`config.mk`:
```
export PLATFORM = sky130hd
export DESIGN_NAME = wb_master_engine
export DESIGN_NICKNAME = d
export VERILOG_FILES = /design/src/rtl/wb_master_engine.sv
export SDC_FILE = /design/constraint.sdc
export NUM_CORES = 1
export LEC_CHECK = 0
export BUFFER_PORTS_ARGS = -buffer_cell sky130_fd_sc_hd__buf_4
export CAP_MARGIN = 20
export CORE_ASPECT_RATIO = 0.6
export CORE_UTILIZATION = 56
export DETAILED_ROUTE_END_ITERATION = 16
export GPL_TIMING_DRIVEN = 1
export PLACE_DENSITY = 0.75
export SETUP_SLACK_MARGIN = 0.2
export SLEW_MARGIN = 10
export SYNTH_ARGS = -nofsm -noshare
export SYNTH_HDL_FRONTEND = slang
export SYNTH_SLANG_ARGS = --single-unit
```
`constraint.sdc`:
```
create_clock -name wb_clk_i -period 4.25 [get_ports wb_clk_i]
set_clock_uncertainty 0.05 [all_clocks]
set_input_delay 0 -clock wb_clk_i [delete_from_list [all_inputs] [get_ports wb_clk_i]]
set_output_delay 0 -clock wb_clk_i [all_outputs]
set_load 0.05 [all_outputs]
```
`src/rtl/wb_master_engine.sv`:
```
// wb_master_engine: Wishbone classic-cycle master for the ethmac environment.
// Commands are queued in a FIFO. Each command is issued as a single Wishbone
// cycle, and each cycle returns exactly one response.
//
// Ports
//   wb_clk_i, wb_rst_i          clock; synchronous active-high reset
//   cmd_valid/cmd_ready         command handshake
//   cmd_we/adr/dat/sel          command payload
//   rsp_valid/rsp_ready         response handshake
//   rsp_dat/rsp_err/rsp_tout    response payload
//   wb_adr_o..wb_stb_o          master side of the Wishbone bus
//   wb_dat_i/ack_i/err_i        slave returns
//   busy                        high while a command is queued, in flight or unconsumed
module wb_master_engine #(
  parameter int unsigned AW         = 32,
  parameter int unsigned DW         = 32,
  parameter int unsigned SW         = DW / 8,
  parameter int unsigned FIFO_DEPTH = 4,
  parameter int unsigned TIMEOUT    = 255
) (
  input  logic          wb_clk_i,
  input  logic          wb_rst_i,
  input  logic          cmd_valid,
  output logic          cmd_ready,
  input  logic          cmd_we,
  input  logic [AW-1:0] cmd_adr,
  input  logic [DW-1:0] cmd_dat,
  input  logic [SW-1:0] cmd_sel,
  output logic          rsp_valid,
  input  logic          rsp_ready,
  output logic [DW-1:0] rsp_dat,
  output logic          rsp_err,
  output logic          rsp_tout,
  output logic [AW-1:0] wb_adr_o,
  output logic [DW-1:0] wb_dat_o,
  output logic [SW-1:0] wb_sel_o,
  output logic          wb_we_o,
  output logic          wb_cyc_o,
  output logic          wb_stb_o,
  input  logic [DW-1:0] wb_dat_i,
  input  logic          wb_ack_i,
  input  logic          wb_err_i,
  output logic          busy
);

  localparam int unsigned PW = $clog2(FIFO_DEPTH);
  localparam int unsigned CW = PW + 1;
  localparam int unsigned TW = $clog2(TIMEOUT + 1);

  typedef enum logic [1:0] {IDLE, CYCLE, RESP} state_t;

  typedef struct packed {
    logic          we;
    logic [AW-1:0] adr;
    logic [DW-1:0] dat;
    logic [SW-1:0] sel;
  } cmd_t;

  cmd_t          mem_q [FIFO_DEPTH];
  logic [PW-1:0] wr_ptr_q, rd_ptr_q;
  logic [CW-1:0] count_q, count_d;
  logic [TW-1:0] timer_q;
  state_t        state_q;

  logic push, pop, launch, nonempty;
  cmd_t head;

  assign nonempty  = (count_q != '0);
  assign cmd_ready = (count_q != CW'(FIFO_DEPTH));
  assign push      = cmd_valid && cmd_ready;
  // A new cycle may start from IDLE or on the edge that consumes the response.
  assign launch    = nonempty && ((state_q == IDLE) || (state_q == RESP && rsp_ready));
  assign pop       = launch;
  assign head      = mem_q[rd_ptr_q];
  assign busy      = nonempty || (state_q != IDLE);

  always_comb begin
    count_d = count_q;
    if (push && !pop)
      count_d = count_q + CW'(1);
    else if (!push && pop)
      count_d = count_q - CW'(1);
  end

  always_ff @(posedge wb_clk_i) begin
    if (push)
      mem_q[wr_ptr_q] <= '{we: cmd_we, adr: cmd_adr, dat: cmd_dat, sel: cmd_sel};
  end

  always_ff @(posedge wb_clk_i) begin
    if (wb_rst_i) begin
      state_q   <= IDLE;
      wr_ptr_q  <= '0;
      rd_ptr_q  <= '0;
      count_q   <= '0;
      timer_q   <= '0;
      wb_adr_o  <= '0;
      wb_dat_o  <= '0;
      wb_sel_o  <= '0;
      wb_we_o   <= 1'b0;
      wb_cyc_o  <= 1'b0;
      wb_stb_o  <= 1'b0;
      rsp_valid <= 1'b0;
      rsp_dat   <= '0;
      rsp_err   <= 1'b0;
      rsp_tout  <= 1'b0;
    end else begin
      count_q <= count_d;
      if (push)
        wr_ptr_q <= wr_ptr_q + PW'(1);
      if (pop)
        rd_ptr_q <= rd_ptr_q + PW'(1);

      unique case (state_q)
        CYCLE: begin
          if (wb_err_i || wb_ack_i || timer_q == TW'(TIMEOUT - 1)) begin
            wb_cyc_o  <= 1'b0;
            wb_stb_o  <= 1'b0;
            wb_adr_o  <= '0;
            wb_dat_o  <= '0;
            wb_sel_o  <= '0;
            wb_we_o   <= 1'b0;
            rsp_valid <= 1'b1;
            rsp_err   <= wb_err_i;
            rsp_tout  <= !wb_err_i && !wb_ack_i;
            rsp_dat   <= (!wb_err_i && wb_ack_i && !wb_we_o) ? wb_dat_i : '0;
            state_q   <= RESP;
          end else begin
            timer_q <= timer_q + TW'(1);
          end
        end
        RESP: begin
          if (rsp_ready) begin
            rsp_valid <= 1'b0;
            rsp_dat   <= '0;
            rsp_err   <= 1'b0;
            rsp_tout  <= 1'b0;
            state_q   <= IDLE;
          end
        end
        default: ;
      endcase

      // Launch is placed after the case so its state update overrides the
      // RESP->IDLE fallback on back-to-back commands.
      if (launch) begin
        wb_adr_o <= head.adr;
        wb_dat_o <= head.dat;
        wb_sel_o <= head.sel;
        wb_we_o  <= head.we;
        wb_cyc_o <= 1'b1;
        wb_stb_o <= 1'b1;
        timer_q  <= '0;
        state_q  <= CYCLE;
      end
    end
  end

endmodule

```
==> results of run 1 <==
[kinds of logic after synthesis]
kind of cell    synth area share
mux                        0.111
fa+ha+maj                0.00762
compound gates            0.0775
flops                      0.762
xor+xnor                 0.00558
buf+inv                   0.0159
simple gates              0.0197
[metrics by stage]
step                cells  hold WS [ns]  power (µW)
floorplan             713        0.0489        7540
global placement     1219         0.153        8560
global route         1390         0.170       12200
detailed placement   1219         0.154        8610
finish               1390         0.180       11800
CTS                  1389         0.154       11800
[critical path, cell delays in order, from the launching register on]
cell and delay (ns):
sky130_fd_sc_hd__dfxtp_1 0.42, sky130_fd_sc_hd__nor2_1 0.09, sky130_fd_sc_hd__a21boi_1 0.48, sky130_fd_sc_hd__and2_4 0.79, sky130_fd_sc_hd__buf_4 0.32
[synth_stat cells (all sizes together) (2+ instances only)]
master	count	area, µm²
nor2b	2	12.5
buf	28	149
inv	7	26.3
nor2	18	70.1
and3	3	18.8
ha	7	87.6
nand2	6	22.5
o21ai	5	25.0
xor2	4	35.0
dfxtp	124	2480
nand4	3	18.8
mux4	69	1550
a21oi	7	38.8
a22o	101	885
or3	4	25.0
edfxtp	276	8290
a211oi	2	15.0
mux2i	2	20.0
and2	6	37.5
a32o	2	20.0
clkbuf	13	48.8
nand3	2	10.0
xnor2	5	43.8
[routing by layer]
layer / up-vias / share of wire
met5: - / 0.00046
li1: 3561 / -
met3: 56 / 0.065
met1: 3979 / 0.44
met2: 283 / 0.48
met4: 2 / 0.022
[power by group]
part | internal (µW) | leakage (µW) | switching [µW]
logic | 1310 | 0.00258 | 2070
clock network | 1780 | 0.000550 | 1380
registers | 4780 | 0.00354 | 444
[area by class of cell]
type	count	area, µm²	share of cell area
Timing Repair Buffer	331	2780	0.152
Tap cell	322	403	0.0220
Multi-Input combinational cell	265	3170	0.173
Sequential cell	400	10800	0.589
Inverter	7	26.3	0.00144
Clock inverter	17	144	0.00787
Antenna cell	1	2.50	0.000137
Clock buffer	47	995	0.0544
[path summary, 6_finish.rpt]
kind	endpoint	slack (ns)	cells past startpoint	startpoint
max reg2reg	mem_q[3][25]	1.74	4	count_q[0]
max	mem_q[3][25]	1.74	4	count_q[0]
min	mem_q[1][31]	0.18	2	cmd_dat[27]
min reg2reg	rsp_dat[17]	0.43	1	rsp_dat[17]
[state kept, by name (all words and copies together) (netlist names), named ones only]
register,flops
mem_q,276
rsp_dat,32
wb_adr_o,32
wb_dat_o,32
timer_q,8
wb_sel_o,4
count_q,3
rd_ptr_q,2
state_q,2
wr_ptr_q,2
rsp_err,1
rsp_tout,1
rsp_valid,1
wb_stb_o,1
wb_we_o,1
[repair_timing]
action | in CTS | in global routing
hold buffers | 106 | 0
hold endpoints to repair | 330 | 0
endpoints found under the setup margin | 0 | 0
==> run_summary.xml, run 1 <==
<?xml version="1.0" encoding="UTF-8"?>
<metrics>
  <group name="drt">
    <metric name="drt_wl_total" unit="µm">30300</metric>
    <metric name="average_via_count_per_standard_cell" unit="">5.67</metric>
    <metric name="drc" unit="">7</metric>
    <metric name="routed-via-count" unit="">7881</metric>
    <metric name="drt-initial-drc-count" unit="">605</metric>
    <metric name="firstDrtPassIters" unit="">11</metric>
    <metric name="detail-route-antenna-nets" unit="">0</metric>
    <metric name="route.detailed.wl_per_inst" unit="µm">21.8</metric>
  </group>
  <group name="clock_network">
    <metric name="cts.repair.resized" unit="">0</metric>
    <metric name="clk_root_buffer_cell" unit="">sky130_fd_sc_hd__clkbuf_16</metric>
    <metric name="maximum_count_of_clock_buffers_along_a_single_path" unit="">3</metric>
    <metric name="worst_setup_hold_path_clk_slew" unit="ns">0.07</metric>
    <metric name="cts-buffers-inserted" unit="">36</metric>
    <metric name="h-tree-depth" unit="">2</metric>
    <metric name="cts.sink_count" unit="">400</metric>
    <metric name="cts_tree" unit="">built</metric>
    <metric name="clkLatencyLatePin" unit="ns">0.52</metric>
    <metric name="postCtsSetupRepairBufs" unit="">0</metric>
  </group>
  <group name="grt">
    <metric name="first_pass_grt_wire_length" unit="µm">47200</metric>
    <metric name="grt.overflow.total" unit="">0</metric>
    <metric name="top_usage_layer" unit="">met2</metric>
    <metric name="global_route.usage.total" unit="">0.239</metric>
    <metric name="grt_util_met3" unit="">0.0455</metric>
    <metric name="met1_global_route_usage" unit="">0.344</metric>
    <metric name="first_global_vias" unit="">8133</metric>
    <metric name="number_of_antenna_violations_at_the_first_check_in_global_routing" unit="">2</metric>
    <metric name="pin_count_of_the_biggest_net_entering_global_routing" unit="">70</metric>
    <metric name="globalRouteMet2Util" unit="">0.378</metric>
  </group>
  <group name="yosys">
    <metric name="synth_flop_cell" unit="">sky130_fd_sc_hd__edfxtp_1</metric>
    <metric name="synthesis.nets" unit="">828</metric>
    <metric name="postSynthCellCount" unit="">713</metric>
    <metric name="yosysWarningCount" unit="">0</metric>
    <metric name="seq_area_frac_synth" unit="">0.762</metric>
    <metric name="postSynth.asyncResetShare" unit="">0</metric>
    <metric name="synth_enable_flop_cells" unit="">276</metric>
    <metric name="number_of_synthesized_register_bits" unit="">400</metric>
    <metric name="syn_area" unit="µm²">14100</metric>
    <metric name="synthesis.area_per_instance" unit="µm²">19.8</metric>
    <metric name="synth.distinct_cells" unit="">45</metric>
  </group>
  <group name="timing">
    <metric name="setup-violations-final" unit="">0</metric>
    <metric name="timing_worst_slew_pin_value" unit="ns">1.11</metric>
    <metric name="slew_violations" unit="">0</metric>
    <metric name="peak_clock_frequency_supported_by_timing" unit="GHz">0.399</metric>
    <metric name="layout_setup_ws" unit="ns">1.74</metric>
    <metric name="setup_repair_after_global_routing_missed_its_margin" unit="">false</metric>
    <metric name="share_of_the_cycle_needed_by_the_critical_path_after_routing" unit="">0.590</metric>
    <metric name="max_slew_margin" unit="">0.257</metric>
    <metric name="finalWorstPathRequiredPeriod" unit="ns">2.51</metric>
    <metric name="final_hold_viol_count" unit="">0</metric>
    <metric name="setup-tns-final" unit="ns">0</metric>
  </group>
  <group name="worst_setup_path">
    <metric name="worst-path-max-fanout" unit="">52</metric>
    <metric name="cp_data_required_time" unit="ns">4.42</metric>
    <metric name="cp_launch_type" unit="">flip-flop</metric>
    <metric name="cp_class" unit="">flip-flop to flip-flop</metric>
    <metric name="cp.arrival" unit="ns">2.68</metric>
    <metric name="critPathCaptureType" unit="">flip-flop</metric>
  </group>
  <group name="die">
    <metric name="design.die.area" unit="µm²">25900</metric>
    <metric name="die_y" unit="µm">125</metric>
    <metric name="number_of_top_level_design_ports" unit="">215</metric>
    <metric name="initial_core_util" unit="">0.578</metric>
    <metric name="placement_row_count" unit="">44</metric>
    <metric name="die_width" unit="µm">207</metric>
    <metric name="core_area" unit="µm²">24400</metric>
  </group>
  <group name="layout">
    <metric name="area_growth" unit="%">29.5</metric>
    <metric name="post-route-cell-area" unit="µm²">18300</metric>
    <metric name="finish.net_count" unit="">1156</metric>
    <metric name="final_core_utilization" unit="">0.748</metric>
    <metric name="drive_gt1_frac" unit="">0.337</metric>
    <metric name="most-common-layout-cells" unit="">sky130_fd_sc_hd__edfxtp_1, sky130_fd_sc_hd__buf_4, sky130_fd_sc_hd__dfxtp_1</metric>
    <metric name="layout.cells.most_common" unit="">sky130_fd_sc_hd__edfxtp_1</metric>
    <metric name="final.fill_count" unit="">1389</metric>
  </group>
  <group name="placed_design">
    <metric name="dp_worst_setup_slack" unit="ns">1.71</metric>
    <metric name="io_buffer_count" unit="">214</metric>
    <metric name="place.detailed.hpwl" unit="µm">17200</metric>
    <metric name="dpl-instance-area" unit="µm²">16100</metric>
    <metric name="gp_congestion" unit="">0.798</metric>
  </group>
  <group name="outcome">
    <metric name="failed_checks" unit="">design-rule violations</metric>
    <metric name="run_status" unit="">finished, violations left</metric>
  </group>
  <group name="power">
    <metric name="pwr_density_cell" unit="nW/µm²">643</metric>
    <metric name="power_leakage" unit="µW">0.00667</metric>
    <metric name="max-vdd-ir-drop" unit="mV">0.476</metric>
  </group>
  <group name="flow_run">
    <metric name="cap_viol_max_count" unit="">0</metric>
  </group>
  <group name="min_path">
    <metric name="hold_path_class" unit="">input port to flip-flop</metric>
  </group>
</metrics>
No activity file was read; power rests on OpenSTA's default activity.
==> run 2, diff against run 1 <==
--- a/config.mk
+++ b/config.mk
@@ -5,10 +5,11 @@
 export SDC_FILE = /design/constraint.sdc
 export NUM_CORES = 1
 export LEC_CHECK = 0
+export ABC_AREA = 1
 export BUFFER_PORTS_ARGS = -buffer_cell sky130_fd_sc_hd__buf_4
 export CAP_MARGIN = 20
 export CORE_ASPECT_RATIO = 0.6
-export CORE_UTILIZATION = 56
+export CORE_UTILIZATION = 57
 export DETAILED_ROUTE_END_ITERATION = 16
 export GPL_TIMING_DRIVEN = 1
 export PLACE_DENSITY = 0.75
==> constraint.sdc (replaced) <==
create_clock -name wb_clk_i -period 2.35 [get_ports wb_clk_i]
set_clock_uncertainty 0.05 [all_clocks]
set_input_delay 0 -clock wb_clk_i [delete_from_list [all_inputs] [get_ports wb_clk_i]]
set_output_delay 0 -clock wb_clk_i [all_outputs]
set_load 0.05 [all_outputs]
==> run_summary.xml, run 2 <==
<?xml version="1.0" encoding="UTF-8"?>
<metrics>
  <group name="worst_setup_path">
    <metric name="regToRegStartpoint" unit="">count_q[1]</metric>
    <metric name="critical-path-slowest-cell" unit="">sky130_fd_sc_hd__fa_1</metric>
    <metric name="cp_data_required_time" unit="ns">2.71</metric>
    <metric name="critPathCaptureType" unit="">flip-flop</metric>
    <metric name="worstPathCellList" unit="">nor2_4 &gt; nand2_2 &gt; nand2_2 &gt; ha_1 &gt; inv_1 &gt; fa_1 &gt; a21oi_1 &gt; o21ai_0 &gt; o21ai_0 &gt; a21oi_1</metric>
    <metric name="cp_class" unit="">flip-flop to flip-flop</metric>
    <metric name="slowest_delay" unit="ns">0.40</metric>
    <metric name="cp_launch_type" unit="">flip-flop</metric>
    <metric name="cp.arrival" unit="ns">2.41</metric>
    <metric name="worst-path-max-fanout" unit="">3</metric>
    <metric name="setup.worst_path.start" unit="">count_q[1]</metric>
  </group>
  <group name="layout">
    <metric name="drive_gt1_frac" unit="">0.191</metric>
    <metric name="largest_register" unit="">mem_q</metric>
    <metric name="layout.cells.most_common" unit="">sky130_fd_sc_hd__edfxtp_1</metric>
    <metric name="finish.net_count" unit="">1759</metric>
    <metric name="largest_register_ffs" unit="">276</metric>
    <metric name="area_growth" unit="%">27.8</metric>
    <metric name="most-common-layout-cells" unit="">sky130_fd_sc_hd__edfxtp_1, sky130_fd_sc_hd__buf_4, sky130_fd_sc_hd__nor2_1</metric>
  </group>
  <group name="clock_network">
    <metric name="cts.sink_count" unit="">400</metric>
    <metric name="h-tree-depth" unit="">2</metric>
    <metric name="postCtsSetupRepairBufs" unit="">0</metric>
    <metric name="worst_setup_hold_path_clk_slew" unit="ns">0.07</metric>
    <metric name="maximum_count_of_clock_buffers_along_a_single_path" unit="">3</metric>
    <metric name="clkLatencyLatePin" unit="ns">0.55</metric>
    <metric name="cts_tree" unit="">built</metric>
    <metric name="cts-buffers-inserted" unit="">35</metric>
    <metric name="clk_root_buffer_cell" unit="">sky130_fd_sc_hd__clkbuf_16</metric>
  </group>
  <group name="yosys">
    <metric name="synth_enable_flop_cells" unit="">276</metric>
    <metric name="postSynth.asyncResetShare" unit="">0</metric>
    <metric name="post-synth-top-area-cell" unit="">sky130_fd_sc_hd__edfxtp_1</metric>
    <metric name="syn_area" unit="µm²">15200</metric>
    <metric name="seq_area_frac_synth" unit="">0.707</metric>
    <metric name="yosysWarningCount" unit="">0</metric>
    <metric name="synth_flop_cell" unit="">sky130_fd_sc_hd__edfxtp_1</metric>
    <metric name="synth_commonest_cells" unit="">sky130_fd_sc_hd__edfxtp_1, sky130_fd_sc_hd__nor2_1, sky130_fd_sc_hd__nand2_1</metric>
    <metric name="synthesis.nets" unit="">1469</metric>
    <metric name="postSynthCellCount" unit="">1354</metric>
    <metric name="synth.distinct_cells" unit="">30</metric>
    <metric name="netlist.area_leader.share" unit="">0.544</metric>
    <metric name="synth_top_cells_by_area" unit="">sky130_fd_sc_hd__edfxtp_1, sky130_fd_sc_hd__dfxtp_1, sky130_fd_sc_hd__nor2_1</metric>
    <metric name="number_of_synthesized_register_bits" unit="">400</metric>
    <metric name="synth_most_common_cell" unit="">sky130_fd_sc_hd__edfxtp_1</metric>
    <metric name="synthesis.area_per_instance" unit="µm²">11.3</metric>
  </group>
  <group name="drt">
    <metric name="routed-via-count" unit="">11200</metric>
    <metric name="firstDrtPassIters" unit="">7</metric>
    <metric name="average_via_count_per_standard_cell" unit="">5.55</metric>
    <metric name="drt-initial-drc-count" unit="">1103</metric>
    <metric name="route.detailed.wl_per_inst" unit="µm">18.1</metric>
    <metric name="drc" unit="">0</metric>
    <metric name="detail-route-antenna-nets" unit="">0</metric>
    <metric name="drt_wl_total" unit="µm">36500</metric>
  </group>
  <group name="placed_design">
    <metric name="gp_congestion" unit="">0.733</metric>
    <metric name="place.detailed.hpwl" unit="µm">20100</metric>
    <metric name="io_buffer_count" unit="">214</metric>
  </group>
  <group name="timing">
    <metric name="setup-violations-final" unit="">0</metric>
    <metric name="setup-tns-final" unit="ns">0</metric>
    <metric name="finalWorstPathRequiredPeriod" unit="ns">2.05</metric>
    <metric name="final_hold_viol_count" unit="">0</metric>
    <metric name="setup_repair_after_global_routing_missed_its_margin" unit="">false</metric>
    <metric name="timing_worst_slew_pin_value" unit="ns">0.753</metric>
    <metric name="slew_violations" unit="">0</metric>
    <metric name="peak_clock_frequency_supported_by_timing" unit="GHz">0.487</metric>
    <metric name="max_slew_margin" unit="">0.497</metric>
    <metric name="hold-worst-slack" unit="ns">0.144</metric>
    <metric name="share_of_the_cycle_needed_by_the_critical_path_after_routing" unit="">0.874</metric>
  </group>
  <group name="grt">
    <metric name="first_global_vias" unit="">11100</metric>
    <metric name="global_route.usage.total" unit="">0.273</metric>
    <metric name="number_of_antenna_violations_at_the_first_check_in_global_routing" unit="">1</metric>
    <metric name="pin_count_of_the_biggest_net_entering_global_routing" unit="">139</metric>
    <metric name="first_pass_grt_wire_length" unit="µm">58100</metric>
    <metric name="grt.overflow.total" unit="">0</metric>
  </group>
  <group name="flow_run">
    <metric name="cap_viol_max_count" unit="">0</metric>
  </group>
  <group name="power">
    <metric name="pwr_density_cell" unit="nW/µm²">1260</metric>
    <metric name="power_leakage" unit="µW">0.00718</metric>
    <metric name="max-vdd-ir-drop" unit="mV">0.956</metric>
  </group>
  <group name="die">
    <metric name="number_of_top_level_design_ports" unit="">215</metric>
    <metric name="placement_row_count" unit="">45</metric>
    <metric name="design.die.area" unit="µm²">27400</metric>
    <metric name="die_width" unit="µm">213</metric>
    <metric name="core_area" unit="µm²">25800</metric>
    <metric name="die_y" unit="µm">129</metric>
    <metric name="initial_core_util" unit="">0.591</metric>
  </group>
  <group name="outcome">
    <metric name="run_status" unit="">completed</metric>
  </group>
  <group name="min_path">
    <metric name="hold_path_class" unit="">input port to flip-flop</metric>
    <metric name="start_point_of_the_worst_min_delay_path" unit="">cmd_adr[6]</metric>
  </group>
</metrics>
-- run 2: changes by cell type in the layout (fill, tap and decap cells not counted), sizes merged, moves of 4 or more --
cell / previous run / this run
o21ai: 5 / 218
nor2: 18 / 221
nand2: 6 / 141
a21oi: 7 / 123
nand3: 2 / 109
a22o: 101 / 0
mux4: 69 / 0
inv: 8 / 34
buf: 225 / 237
and2: 6 / 0
or3: 4 / 0
xnor2: 5 / 1
-- run 2: kinds of logic (layout without fill, tap and decap cells) --
family | count (synthesis) | after routing | synth area share
AND/OR/NAND/NOR | 478 | 478 | 0.133
flip-flops | 400 | 400 | 0.707
AO/OA/AOI/OAI | 342 | 342 | 0.112
buffers and inverters | 123 | 439 | 0.0388
adder cells (fa/ha/maj) | 8 | 8 | 0.00706
XOR/XNOR | 3 | 3 | 0.00172
other | 0 | 1 | 0
-- run 2: timing repair --
item	4_1_cts	5_1_grt
resized for setup	0	1
hold buffers	106	0
hold endpoints to repair	338	0
endpoints found under the setup margin	0	2
-- run 2: power by group --
part / switching (µW) / internal, µW
sequential: 642 / 8730
clock: 2520 / 3450
combinational: 6400 / 2730
-- run 2: area by class of cell --
class / count / area (µm²)
sequential: 400 / 10800
fill: 1688 / 6320
multi-input combinational: 831 / 3950
timing repair buffer: 343 / 2990
clock buffer: 47 / 962
tap: 352 / 440
clock inverter: 16 / 214
inverter: 33 / 126
antenna: 1 / 2.50
-- run 2: worst paths after layout --
kind	depth (start not counted)	to	slack [ns]
max	10	count_q[2]	0.30
min	2	mem_q[0][42]	0.14
max reg2reg	10	count_q[2]	0.30
min reg2reg	2	rsp_valid	0.42
-- run 2: routing by layer --
| layer | track usage | wire, µm |
|---|---|---|
| met5 | 0 | 0 |
| met4 | 0.0914 | 875 |
| met3 | 0.0486 | 2310 |
| met2 | 0.448 | 17700 |
| met1 | 0.372 | 15700 |
-- run 2: per-stage QoR --
stage	setup slack [ns]	instance area, µm²	util	power, µW	instances
after floorplan	0.198	15300	-	15700	1354
after global placement	0.324	17200	0.668	18200	1853
after detailed placement	0.267	17200	0.668	18400	1853
after CTS	0.259	19500	0.755	24500	2022
after global routing	0.208	19500	0.755	25700	2023
final	0.296	19500	0.755	24500	2023
-- run 2: critical path, delay by kind of cell (launching register included) --
family                     cells  cell delay, ns
adders and majority gates      2            0.55
AOI/OAI and AO/OA              4            0.51
and+or+nand+nor                3            0.40
DFF                            1            0.35
buffers and inverters          1            0.07
